--- src/rtl/board_input_conditioner_pkg.sv ---
// Shared constants and types for the board input conditioner.
// Holds the clog2 helper and the reset stretcher state encoding.
package board_input_conditioner_pkg;

  typedef enum logic {
    RST_ASSERT  = 1'b0,
    RST_RELEASE = 1'b1
  } rst_state_e;

  function automatic int clog2(input int value);
    int r;
    r = 0;
    while ((1 << r) < value) r++;
    return r;
  endfunction

endpackage

--- src/rtl/board_input_conditioner_debounce_channel.sv ---
// One conditioned input: two-flop synchroniser, hold-time debounce counter,
// accepted level and registered one-cycle rise/fall pulses.
module debounce_channel #(
  parameter int DEBOUNCE_CYCLES = 16,
  parameter int CNT_W           = 5
) (
  input  logic clk,
  input  logic rst,
  input  logic din,
  output logic level,
  output logic rise,
  output logic fall
);

  logic             s0_q, s0_d;
  logic             s1_q, s1_d;
  logic [CNT_W-1:0] cnt_q, cnt_d;
  logic             level_q, level_d;
  logic             rise_q, rise_d;
  logic             fall_q, fall_d;

  always_comb begin
    s0_d    = din;
    s1_d    = s0_q;
    cnt_d   = cnt_q;
    level_d = level_q;
    rise_d  = 1'b0;
    fall_d  = 1'b0;
    // Any sample matching the accepted level discards progress toward a change.
    if (s1_q == level_q) begin
      cnt_d = '0;
    end else if (cnt_q == CNT_W'(DEBOUNCE_CYCLES - 1)) begin
      level_d = ~level_q;
      rise_d  = ~level_q;
      fall_d  = level_q;
      cnt_d   = '0;
    end else begin
      cnt_d = cnt_q + CNT_W'(1);
    end
  end

  always_ff @(posedge clk or posedge rst) begin
    if (rst) begin
      s0_q    <= 1'b0;
      s1_q    <= 1'b0;
      cnt_q   <= '0;
      level_q <= 1'b0;
      rise_q  <= 1'b0;
      fall_q  <= 1'b0;
    end else begin
      s0_q    <= s0_d;
      s1_q    <= s1_d;
      cnt_q   <= cnt_d;
      level_q <= level_d;
      rise_q  <= rise_d;
      fall_q  <= fall_d;
    end
  end

  assign level = level_q;
  assign rise  = rise_q;
  assign fall  = fall_q;

endmodule

--- src/rtl/board_input_conditioner.sv ---
// Conditioning bank for asynchronous board switches/buttons, plus a stretched
// system reset driven by rst or by the debounced level of one channel.
module board_input_conditioner
  import board_input_conditioner_pkg::*;
#(
  parameter int                  CHANNELS        = 4,
  parameter int                  DEBOUNCE_CYCLES = 16,
  parameter logic [CHANNELS-1:0] ACTIVE_LOW_MASK = {CHANNELS{1'b0}},
  parameter int                  RST_CHANNEL     = 0,
  parameter int                  RST_STRETCH     = 8
) (
  input  logic                clk,
  input  logic                rst,
  input  logic [CHANNELS-1:0] raw_in,
  output logic [CHANNELS-1:0] level,
  output logic [CHANNELS-1:0] rise,
  output logic [CHANNELS-1:0] fall,
  output logic                sys_rst_out
);

  localparam int CNT_W  = clog2(DEBOUNCE_CYCLES) + 1;
  localparam int SCNT_W = clog2(RST_STRETCH) + 1;

  generate
    if (RST_CHANNEL >= CHANNELS) begin : g_bad_rst_channel
      $error("RST_CHANNEL must be below CHANNELS");
    end
  endgenerate

  logic [CHANNELS-1:0] corrected;
  assign corrected = raw_in ^ ACTIVE_LOW_MASK;

  generate
    for (genvar i = 0; i < CHANNELS; i++) begin : g_ch
      debounce_channel #(
        .DEBOUNCE_CYCLES(DEBOUNCE_CYCLES),
        .CNT_W          (CNT_W)
      ) u_ch (
        .clk  (clk),
        .rst  (rst),
        .din  (corrected[i]),
        .level(level[i]),
        .rise (rise[i]),
        .fall (fall[i])
      );
    end
  endgenerate

  rst_state_e        state_q, state_d;
  logic [SCNT_W-1:0] scnt_q, scnt_d;
  logic              rst_req;

  assign rst_req = level[RST_CHANNEL];

  always_comb begin
    state_d = state_q;
    scnt_d  = scnt_q;
    if (rst_req) begin
      state_d = RST_ASSERT;
      scnt_d  = '0;
    end else if (state_q == RST_ASSERT) begin
      if (scnt_q == SCNT_W'(RST_STRETCH - 1)) begin
        state_d = RST_RELEASE;
        scnt_d  = '0;
      end else begin
        scnt_d = scnt_q + SCNT_W'(1);
      end
    end
  end

  always_ff @(posedge clk or posedge rst) begin
    if (rst) begin
      state_q <= RST_ASSERT;
      scnt_q  <= '0;
    end else begin
      state_q <= state_d;
      scnt_q  <= scnt_d;
    end
  end

  // The request level is itself a flop, so ORing it in asserts the reset on
  // the same edge the channel is accepted without adding a glitch path.
  assign sys_rst_out = (state_q == RST_ASSERT) | rst_req;

endmodule
--- config.mk ---
export PLATFORM = sky130hd
export DESIGN_NAME = board_input_conditioner
export DESIGN_NICKNAME = d
export VERILOG_FILES = /design/src/rtl/board_input_conditioner_pkg.sv /design/src/rtl/board_input_conditioner_debounce_channel.sv /design/src/rtl/board_input_conditioner.sv
export SDC_FILE = /design/constraint.sdc
export NUM_CORES = 1
export LEC_CHECK = 0
export ABC_CLOCK_PERIOD_IN_PS = 2180
export CORE_UTILIZATION = 30
export CTS_CLUSTER_SIZE = 20
export DETAILED_ROUTE_END_ITERATION = 10
export GPL_ROUTABILITY_DRIVEN = 0
export SYNTH_ARGS = -nofsm -noshare
export SYNTH_HDL_FRONTEND = slang
export SYNTH_SLANG_ARGS = --single-unit
export TNS_END_PERCENT = 1
--- constraint.sdc ---
create_clock -name clk -period 2.18 [get_ports clk]
set_input_delay 0.436 -clock clk [delete_from_list [all_inputs] [get_ports clk]]
set_output_delay 0.436 -clock clk [all_outputs]
set_load 0.02 [all_outputs]
==> run_results.csv, run 1 <==
group,metric,value,unit
outcome,run_status,"finished, final reports clean",
power,p_seq_share,57.2,%
power,clock_power_share,37.5,%
setup_path,cp.depth,2,
logic_synthesis,register_area_share_after_synthesis,63.03,%
power,sw_frac_of_total,20.89,%
timing,clock_skew,0.004856,ns
global_routing,grt_pass1_wl,4595,um
global_routing,busiest_layer,"met2",
timing,final-hold-violation-count,0,
power,report.power.total,1.565,mW
global_routing,globalRouteMet3Util,3.103,%
timing,period_share,92.76,%
global_routing,initial_antenna_violation_count,0,
timing,unrepaired_setup_endpoints_after_global_routing,"false",
power,comb_power_share,5.3,%
logic_synthesis,postSynthNetCount,150,
floorplan,fp.dieArea,0.006269,sq mm
clocking,cts_made_buffers,5,
floorplan,io_pins,19,
clocking,numClockSinks,45,
routing,drt_iter0_drc,53,
setup_path,required,1.74,ns
global_routing,met1_usage,9.621,%
timing,timing.final.setup_violations,0,
routing,via_count,984,
cells_and_area,final_core_utilization,37.06,%
setup_path,critPathBufInv,1,
floorplan,coreArea,0.005608,sq mm
clocking,cts.reportedPaths.clkPinSlew,0.08,ns
setup_path,timing.critical_path.slowest_stage_cell,"sky130_fd_sc_hd__clkdlybuf4s50_1",
routing,avgViaCountPerCell,4.373,
clocking,post_cts_resize_count,0,
min_path,hold_class,"flip-flop to flip-flop",
clocking,tritoncts,"yes",
cells_and_area,drive_gt1_share,9.804,%
placed_design,detailed_place_hpwl,1942,um
timing,min_period,2.022,ns
floorplan,chipHeight,79.18,um
power,ir_worst_vdd,0.3000,mV
clocking,clock_tree.htree_level_count,2,
routing,drt-total-wl,2658,um
floorplan,rows,27,
cells_and_area,num-nets-final,164,
clocking,postCtsHoldBufs,0,
clocking,clk_path_buf_depth,2,
power,internal_power,1.238,mW
clocking,root_buffer,"sky130_fd_sc_hd__clkbuf_8",
placed_design,port_buffers,18,
power,power_density_over_the_cells,752.8,mW/mm^2
routing,detailedRoute.firstPassIterationCount,4,
floorplan,initial_core_util,31.86,%
clocking,clk-insertion-delay-late,0.28,ns
setup_path,cp-start-kind,"flip-flop",
floorplan,chip_width,79.18,um
logic_synthesis,avgSynthCellArea,12.85,sq um
timing,worst_pin_slew,0.7448,ns
global_routing,gr-total-overflow,0,
setup_path,max_stage_delay,0.53,ns
min_path,hold_path_depth,0,
timing,fmaxAchievable,494.5,MHz
global_routing,grt_start_max_net_pins,23,
routing,post_dr_wirelength_cell,11.81,um
setup_path,timing.critical_path.fanout_max,11,
logic_synthesis,synth.ff_latch_count,45,
global_routing,grt_pass1_vias,1057,
logic_synthesis,synthDistinctLibCells,20,
timing,slew-limit-headroom,50.04,%
timing,slew_viols_final,0,
setup_path,crit_path_cell_trace,"or2b_1 > clkdlybuf4s50_1",
timing,timing.setup.tns,0,ns
global_routing,track_usage,9.675,%
logic_synthesis,synthesis.area,0.001787,sq mm
power,power.leakage,1.002,nW
logic_synthesis,synth_cells,139,
cells_and_area,antenna_cells_inserted,0,
power,p_switching,326.8,uW
setup_path,worst_path_dominant_cell_family,"buffers and inverters",
routing,drt_drc_violations_left,0,
clocking,number_of_buffers_inserted_to_repair_setup_after_cts,0,
logic_synthesis,yosys_warnings,0,
setup_path,crit_arrival,1.59,ns
setup_path,ff2ff_path_depth,3,
setup_path,path_class,"flip-flop to output pin",
cells_and_area,synthToLayoutAreaGrowth,16.32,%
run,max_cap_violations,0,
routing,number_of_nets_still_failing_antenna_checks_after_routing,0,
setup_path,worst_setup_path_end_kind,"output pin",
global_routing,grt.met2_usage,17.24,%
==> placed cells by master, fill, tap and decap left out, drive strengths merged <==
cell type | synthesis | final
a21oi | 1 | 1
a31oi | 5 | 5
and2 | 5 | 5
and2b | 1 | 1
and3 | 3 | 3
buf | 13 | 2
bufinv | 0 | 1
clkbuf | 0 | 5
clkdlybuf4s50 | 0 | 18
clkinv | 0 | 2
dfrtp | 45 | 45
ha | 5 | 5
inv | 2 | 1
mux2 | 4 | 4
mux2i | 1 | 1
nand2 | 9 | 9
nand3 | 4 | 4
nand4b | 5 | 5
nor2 | 12 | 12
nor3b | 8 | 8
or2b | 1 | 1
or3 | 1 | 1
xnor2 | 1 | 1
xor2 | 13 | 13
==> stage by stage <==
| stage | area (sq um) | setup WS, ns | hold WS [ns] | cells |
|---|---|---|---|---|
| 3_3_place_gp | 1974 | 0.4839 | 0.3322 | 218 |
| 2_1_floorplan | 1787 | 0.6846 | 0.3312 | 139 |
| 5_1_grt | 2078 | 0.07591 | 0.3606 | 225 |
| 4_1_cts | 2078 | 0.1365 | 0.3530 | 225 |
| 3_5_place_dp | 1974 | 0.4752 | 0.3347 | 218 |
| 6_report | 2078 | 0.1579 | 0.3496 | 225 |
==> registers in the layout, summed over array words and instances (netlist names) <==
signal,count
g_ch.u_ch.cnt_q,20
g_ch.u_ch.fall,4
g_ch.u_ch.level,4
g_ch.u_ch.rise,4
g_ch.u_ch.s0_q,4
g_ch.u_ch.s1_q,4
scnt_q,4
state_q,1
==> final timing paths <==
path                                        from            endpoint  slack [ns]
min in group asynchronous                    rst   g_ch[1].u_ch.rise        0.49
hold / removal                 g_ch[3].u_ch.s0_q   g_ch[3].u_ch.s1_q        0.35
setup / recovery              g_ch[0].u_ch.level         sys_rst_out        0.16
max in group asynchronous                    rst           scnt_q[2]        1.11
setup reg to reg           g_ch[1].u_ch.cnt_q[0]  g_ch[1].u_ch.level        0.85
hold reg to reg                g_ch[3].u_ch.s0_q   g_ch[3].u_ch.s1_q        0.35
==> per-layer routing <==
metal	part of all wire, %	vias to the layer above
met3	3.9	5
met2	53	18
met4	2.2	0
li1	-	479
met1	41	482
met5	0	-
==> cell type report <==
cell class                      count  area [sq um]
Clock buffer                        5         68.82
Inverter                            2         7.507
Sequential cell                    45          1126
Clock inverter                      2         35.03
Timing Repair Buffer               20         195.2
Fill cell                         557          3530
Tap cell                           72         90.09
Multi-Input combinational cell     79         555.5
==> cells in the mapped netlist <==
library cell / count / area (sq um)
sky130_fd_sc_hd__a21oi_2: 1 / 8.760
sky130_fd_sc_hd__a31oi_1: 5 / 31.28
sky130_fd_sc_hd__and2_1: 5 / 31.28
sky130_fd_sc_hd__and2b_2: 1 / 8.760
sky130_fd_sc_hd__and3_1: 3 / 18.77
sky130_fd_sc_hd__buf_4: 13 / 97.59
sky130_fd_sc_hd__dfrtp_1: 45 / 1126
sky130_fd_sc_hd__ha_1: 5 / 62.56
sky130_fd_sc_hd__inv_1: 2 / 7.510
sky130_fd_sc_hd__mux2_2: 4 / 45.04
sky130_fd_sc_hd__mux2i_1: 1 / 10.01
sky130_fd_sc_hd__nand2_1: 9 / 33.78
sky130_fd_sc_hd__nand3_1: 4 / 20.02
sky130_fd_sc_hd__nand4b_1: 5 / 43.79
sky130_fd_sc_hd__nor2_1: 12 / 45.04
sky130_fd_sc_hd__nor3b_1: 8 / 60.06
sky130_fd_sc_hd__or2b_1: 1 / 7.510
sky130_fd_sc_hd__or3_1: 1 / 6.260
sky130_fd_sc_hd__xnor2_1: 1 / 8.760
sky130_fd_sc_hd__xor2_1: 13 / 113.9
==> power by group through the flow <==
stage	Sequential, mW	Clock [mW]	Combinational, mW
5_1_grt	0.898	0.647	0.0975
2_1_floorplan	0.904	0	0.0540
4_1_cts	0.894	0.617	0.0858
3_3_place_gp	0.907	0	0.0757
3_5_place_dp	0.911	0	0.0850
6_report	0.895	0.587	0.0830
==> logic make-up (layout without fill, tap and decap cells) <==
kind of cell / after synthesis / after routing / synth area share (%)
AND/OR/NAND/NOR: 49 / 49 / 15.41
flip-flops: 45 / 45 / 63.03
buffers and inverters: 15 / 29 / 5.882
XOR/XNOR: 14 / 14 / 6.863
AO/OA/AOI/OAI: 6 / 6 / 2.241
adder cells (fa/ha/maj): 5 / 5 / 3.501
multiplexers: 5 / 5 / 3.081
No activity file was read; power rests on OpenSTA's default activity.
==> inputs of run 2 (changes only) <==
Settings changed: ABC_AREA from default to 1, SETUP_SLACK_MARGIN from default to 0.4.
==> run 2 against run 1 <==
Compared with the run above: highest routed layer unchanged; synthesized area grew 8.8%; routed wire length is 7.6% higher; sequential share of layout area decreased by 4.1 points; core utilization decreased by 0.11 points; critical path type unchanged.
==> run_results.csv, run 2 <==
group,metric,value,unit
outcome,run_status,"finished, final reports clean",
setup_path,crit_arrival,1.34,ns
run,max_cap_violations,0,
setup_path,worst_path_dominant_cell_family,"buffers and inverters",
placed_design,port_buffers,18,
cells_and_area,multi_input_comb_area,630.6,sq um
clocking,cts.reportedPaths.clkPinSlew,0.08,ns
clocking,tritoncts,"yes",
cells_and_area,n_fill_cell,601,
logic_synthesis,register_area_share_after_synthesis,57.92,%
placed_design,dpl-instance-area,0.002148,sq mm
logic_synthesis,synthDistinctLibCells,20,
floorplan,chipHeight,82.51,um
floorplan,chip_width,82.51,um
clocking,clock_tree.htree_level_count,2,
floorplan,fp.dieArea,0.006807,sq mm
floorplan,coreArea,0.006096,sq mm
timing,min_period,1.780,ns
logic_synthesis,yosys_warnings,0,
global_routing,track_usage,9.958,%
timing,timing.setup.tns,0,ns
clocking,cts_made_buffers,5,
cells_and_area,final_cell_area,0.002252,sq mm
logic_synthesis,yosys_most_used_dff,"sky130_fd_sc_hd__dfrtp_1",
timing,final_critical_path_setup_slack,0.4003,ns
cells_and_area,num-nets-final,221,
floorplan,io_pins,19,
power,ir_worst_vdd,0.2483,mV
timing,unrepaired_setup_endpoints_after_global_routing,"true",
setup_path,max_stage_delay,0.62,ns
timing,fmaxAchievable,561.9,MHz
timing,clock_skew,0.006731,ns
logic_synthesis,post_synth_most_frequent_cells,"sky130_fd_sc_hd__dfrtp_1 (45), sky130_fd_sc_hd__nand2_1 (35), sky130_fd_sc_hd__inv_1 (21), sky130_fd_sc_hd__nor2_1 (20), sky130_fd_sc_hd__nand3_1 (14)",
logic_synthesis,avgSynthCellArea,9.920,sq um
setup_path,required,1.74,ns
cells_and_area,largest_reg_flops,20,
timing,worst_pin_slew,0.3967,ns
logic_synthesis,post_synth_main_area_contributors,"sky130_fd_sc_hd__dfrtp_1 (58%), sky130_fd_sc_hd__nand2_1 (6.8%), sky130_fd_sc_hd__buf_4 (4.6%)",
routing,number_of_nets_still_failing_antenna_checks_after_routing,0,
logic_synthesis,synth_top_cell_by_area,"sky130_fd_sc_hd__dfrtp_1",
setup_path,cp-start-kind,"flip-flop",
placed_design,placement.setup.worst_slack,0.4692,ns
logic_synthesis,synth.ff_latch_count,45,
timing,period_share,81.64,%
logic_synthesis,synthMostInstantiatedCell,"sky130_fd_sc_hd__dfrtp_1",
logic_synthesis,post-synth-top-area-fraction,57.92,%
placed_design,detailed_place_hpwl,2071,um
routing,detailedRoute.firstPassIterationCount,4,
logic_synthesis,synth_cells,196,
floorplan,initial_core_util,31.90,%
clocking,numClockSinks,45,
global_routing,grt_pass1_vias,1161,
routing,via_count,1206,
global_routing,grt_start_max_net_pins,29,
cells_and_area,synthToLayoutAreaGrowth,15.83,%
setup_path,critPathBufInv,1,
floorplan,rows,28,
logic_synthesis,synthesis.area,0.001944,sq mm
clocking,root_buffer,"sky130_fd_sc_hd__clkbuf_8",
logic_synthesis,share_of_synthesized_registers_carrying_an_async_set_or_reset,100.0,%
routing,drt-total-wl,2860,um
timing,timing.final.setup_violations,0,
global_routing,initial_antenna_violation_count,0,
routing,post_dr_wirelength_cell,10.00,um
global_routing,gr-total-overflow,0,
timing,slew_viols_final,0,
setup_path,worst_setup_path_end_kind,"output pin",
setup_path,timing.critical_path.slowest_stage_cell,"sky130_fd_sc_hd__clkdlybuf4s50_1",
clocking,clk-insertion-delay-late,0.29,ns
routing,drt_iter0_drc,43,
power,power.leakage,1.105,nW
min_path,hold_class,"flip-flop to flip-flop",
power,power_density_over_the_cells,682.4,mW/mm^2
cells_and_area,top_register,"g_ch.u_ch.cnt_q",
clocking,clk_path_buf_depth,2,
clocking,postCtsHoldBufs,0,
cells_and_area,most-common-layout-cells,"sky130_fd_sc_hd__dfrtp_1 (44), sky130_fd_sc_hd__nand2_1 (35), sky130_fd_sc_hd__inv_1 (20), sky130_fd_sc_hd__nor2_1 (20), sky130_fd_sc_hd__clkdlybuf4s50_1 (16)",
cells_and_area,antenna_cells_inserted,0,
power,report.power.total,1.537,mW
setup_path,crit_path_cell_trace,"clkdlybuf4s50_1",
cells_and_area,drive_gt1_share,18.01,%
setup_path,timing.critical_path.fanout_max,6,
logic_synthesis,synth-edff-count,0,
routing,avgViaCountPerCell,4.217,
setup_path,path_class,"flip-flop to output pin",
cells_and_area,final-seq-area,0.001127,sq mm
timing,final-hold-violation-count,0,
logic_synthesis,postSynthNetCount,207,
cells_and_area,layout.cells.most_common,"sky130_fd_sc_hd__dfrtp_1",
routing,drt_drc_violations_left,0,
timing,slew-limit-headroom,73.51,%
global_routing,grt_pass1_wl,5078,um
[run 2: cell types whose count changed after synthesis, moves of 6 or more]
| cell | delta |
|---|---|
| sky130_fd_sc_hd__nand2_1 | +26 |
| sky130_fd_sc_hd__inv_1 | +19 |
| sky130_fd_sc_hd__xor2_1 | -13 |
| sky130_fd_sc_hd__nand3_1 | +10 |
| sky130_fd_sc_hd__nor2_1 | +8 |
| sky130_fd_sc_hd__nor3b_1 | -8 |
| sky130_fd_sc_hd__nor3_2 | +6 |
[run 2: what timing repair did]
action                                  in CTS  in global routing
buffers inserted                             0                  0
endpoints found under the setup margin       3                  5
gates resized for setup                      2                  1
[run 2: path summary, 6_finish.rpt]
path,startpoint,end,slack [ns],depth (start not counted)
min in group asynchronous,rst,g_ch[3].u_ch.s0_q,0.44,2
max reg2reg,g_ch[0].u_ch.cnt_q[0],g_ch[0].u_ch.rise,0.90,5
max in group asynchronous,rst,g_ch[0].u_ch.level,1.25,3
max,g_ch[0].u_ch.level,level[0],0.40,1
min reg2reg,g_ch[2].u_ch.s0_q,g_ch[2].u_ch.s1_q,0.35,0
min,g_ch[2].u_ch.s0_q,g_ch[2].u_ch.s1_q,0.35,0
[run 2: power by group]
group	leakage (nW)	switching (mW)	internal (mW)	total, mW
Combinational	0.458	0.0516	0.0382	0.0898
Sequential	0.593	0.0299	0.866	0.896
Clock	0.0542	0.265	0.287	0.551
[run 2: layout make-up]
type | instances | share of cell area [%]
clock inverter | 1 | 0.2222
tap | 75 | 4.167
timing repair buffer | 19 | 8.944
inverter | 26 | 4.333
clock buffer | 7 | 4.278
multi-input combinational | 113 | 28.00
sequential | 45 | 50.06
[run 2: kinds of logic after synthesis]
family	Yosys count	synth area share, %
simple gates	99	26.13
flops	45	57.92
buf+inv	38	9.653
compound gates	7	2.188
fa+ha+maj	5	3.218
xor+xnor	2	0.9011
[run 2: per-layer routing]
| layer | track usage (%) | share of wire [%] | up-vias |
|---|---|---|---|
| met1 | 12.22 | 46 | 559 |
| met2 | 16.28 | 49 | 13 |
| met4 | 3.621 | 1.4 | 0 |
| met3 | 3.297 | 3.0 | 5 |
| li1 | - | - | 629 |
| met5 | 0 | 0 | - |
[run 2: stage by stage]
step	utilization [%]	hold slack, ns	instances
2_1_floorplan	-	0.3312	196
3_3_place_gp	35.24	0.3357	278
3_5_place_dp	35.24	0.3355	278
4_1_cts	36.90	0.3543	286
5_1_grt	36.95	0.3595	286
6_report	36.95	0.3499	286
==> inputs of run 3 (changes only) <==
Settings changed: ABC_CLOCK_PERIOD_IN_PS 2180 to 1800.
Clock period 2.18 ns to 1.8 ns, I/O delays scaled along.
==> run 3 against run 2 <==
Compared with the run above: setup slack got worse by 0.19 ns; worst hold slack improved by 0.0032 ns; design area rose by 1.2%; die area did not move; critical path depth did not move; sequential share of layout area fell by 0.63 points.
==> run_results.csv, run 3 (synthesis gave the netlist of run 2 again) <==
group,metric,value,unit
outcome,run_status,"finished, final reports clean",
run,max_cap_violations,0,
clocking,cts.reportedPaths.clkPinSlew,0.09,ns
floorplan,initial_core_util,31.90,%
cells_and_area,num-nets-final,222,
cells_and_area,most-common-layout-cells,"sky130_fd_sc_hd__dfrtp_1 (45), sky130_fd_sc_hd__nand2_1 (35), sky130_fd_sc_hd__inv_1 (20), sky130_fd_sc_hd__nor2_1 (20), sky130_fd_sc_hd__nand3_1 (14)",
setup_path,crit_path_cell_trace,"clkdlybuf4s50_1",
cells_and_area,final_cell_area,0.002278,sq mm
timing,worst_pin_slew,0.2841,ns
global_routing,gr-total-overflow,0,
timing,fmaxAchievable,629.6,MHz
setup_path,cp-start-kind,"flip-flop",
cells_and_area,layout.cells.most_common,"sky130_fd_sc_hd__dfrtp_1",
setup_path,worst_setup_path_end_kind,"output pin",
timing,period_share,88.24,%
timing,final-hold-violation-count,0,
clocking,tritoncts,"yes",
timing,timing.final.setup_violations,0,
global_routing,initial_antenna_violation_count,0,
placed_design,dpl-instance-area,0.002160,sq mm
floorplan,fp.dieArea,0.006807,sq mm
floorplan,coreArea,0.006096,sq mm
setup_path,worst_path_dominant_cell_family,"buffers and inverters",
clocking,clk-insertion-delay-late,0.30,ns
setup_path,path_class,"flip-flop to output pin",
routing,drt_drc_violations_left,0,
cells_and_area,antenna_cells_inserted,0,
setup_path,max_stage_delay,0.60,ns
cells_and_area,synthToLayoutAreaGrowth,17.18,%
routing,avgViaCountPerCell,4.394,
routing,drt_iter0_drc,50,
timing,timing.setup.tns,0,ns
floorplan,chipHeight,82.51,um
clocking,root_buffer,"sky130_fd_sc_hd__clkbuf_8",
clocking,postCtsHoldBufs,0,
routing,number_of_nets_still_failing_antenna_checks_after_routing,0,
timing,min_period,1.588,ns
timing,fin_hold_ws,0.3531,ns
routing,post_dr_wirelength_cell,10.12,um
setup_path,timing.critical_path.slowest_stage_cell,"sky130_fd_sc_hd__clkdlybuf4s50_1",
placed_design,detailed_place_hpwl,2087,um
placed_design,dp.cells,279,
placed_design,port_buffers,18,
power,power.leakage,1.133,nW
timing,unrepaired_setup_endpoints_after_global_routing,"true",
routing,detailedRoute.firstPassIterationCount,4,
timing,clock_skew,0.008941,ns
power,ir_worst_vdd,0.4301,mV
cells_and_area,n_fill_cell,617,
clocking,clock_tree.htree_level_count,2,
global_routing,track_usage,10.09,%
floorplan,rows,28,
cells_and_area,top_register,"g_ch.u_ch.cnt_q",
min_path,hold_class,"flip-flop to flip-flop",
setup_path,timing.critical_path.fanout_max,1,
floorplan,io_pins,19,
routing,via_count,1261,
power,power_density_over_the_cells,874.9,mW/mm^2
setup_path,required,1.44,ns
setup_path,critPathBufInv,1,
clocking,clk_path_buf_depth,2,
timing,slew_viols_final,0,
cells_and_area,drive_gt1_share,17.92,%
routing,drt-total-wl,2905,um
clocking,number_of_buffers_inserted_to_repair_setup_after_cts,0,
clocking,numClockSinks,45,
cells_and_area,largest_reg_flops,20,
floorplan,chip_width,82.51,um
global_routing,grt_pass1_wl,5037,um
global_routing,grt_start_max_net_pins,46,
global_routing,grt_pass1_vias,1196,
power,report.power.total,1.994,mW
clocking,cts_made_buffers,5,
timing,slew-limit-headroom,80.91,%
setup_path,crit_arrival,1.23,ns
cells_and_area,instances_no_fill,287,
-- run 3: cell count changes in the layout (fill, tap and decap cells not counted) --
cell,change
sky130_fd_sc_hd__dfrtp_1,+1
sky130_fd_sc_hd__clkinv_2,-1
sky130_fd_sc_hd__dlygate4sd2_1,+4
sky130_fd_sc_hd__inv_2,-2
sky130_fd_sc_hd__dfrtp_2,-1
sky130_fd_sc_hd__clkdlybuf4s15_1,+1
sky130_fd_sc_hd__clkdlybuf4s50_1,-5
sky130_fd_sc_hd__bufinv_16,+1
sky130_fd_sc_hd__clkinvlp_4,+2
sky130_fd_sc_hd__clkbuf_8,-1
sky130_fd_sc_hd__buf_4,+1
sky130_fd_sc_hd__inv_4,+1
-- run 3: power breakdown --
group / leakage, nW / total, mW / internal [mW] / switching (mW)
Sequential: 0.594 / 1.08 / 1.05 / 0.0362
Combinational: 0.481 / 0.111 / 0.0472 / 0.0637
Clock: 0.0574 / 0.798 / 0.451 / 0.346
Total: 1.13 / 1.99 / 1.55 / 0.446
-- run 3: per-stage QoR --
step | utilization [%] | setup WS (ns)
final | 37.38 | 0.2117
after global routing | 37.38 | 0.1659
after CTS | 37.32 | 0.1933
after detailed placement | 35.43 | 0.3037
after global placement | 35.43 | 0.3145
after floorplan | - | 0.7106
-- run 3: layout make-up --
class,instances,area [sq um],share of cell area [%]
Sequential cell,45,1126,49.42
Multi-Input combinational cell,113,630.6,27.68
Timing Repair Buffer,20,203.9,8.951
Inverter,26,103.9,4.558
Tap cell,75,93.84,4.119
Clock buffer,6,82.58,3.624
Clock inverter,2,37.54,1.647
-- run 3: final timing paths --
path | cells after the start | end | slack [ns] | startpoint
hold reg to reg | 0 | g_ch[0].u_ch.s1_q | 0.35 | g_ch[0].u_ch.s0_q
hold / removal | 0 | g_ch[0].u_ch.s1_q | 0.35 | g_ch[0].u_ch.s0_q
setup reg to reg | 5 | g_ch[0].u_ch.rise | 0.56 | g_ch[0].u_ch.cnt_q[0]
min in group asynchronous | 3 | g_ch[2].u_ch.fall | 0.45 | rst
setup / recovery | 1 | fall[1] | 0.21 | g_ch[1].u_ch.fall
max in group asynchronous | 3 | g_ch[1].u_ch.cnt_q[1] | 1.13 | rst
-- run 3: repair_timing --
item,CTS,global route
setup endpoints to repair,13,12
gates resized for setup,7,2
cloned,0,0
-- run 3: metal layers --
layer | global-route usage (%) | part of all wire, % | up-vias
li1 | - | - | 636
met1 | 12.12 | 47 | 599
met2 | 15.87 | 47 | 18
met3 | 3.626 | 4.1 | 8
met4 | 5.172 | 2.5 | 0
met5 | 0 | 0 | -
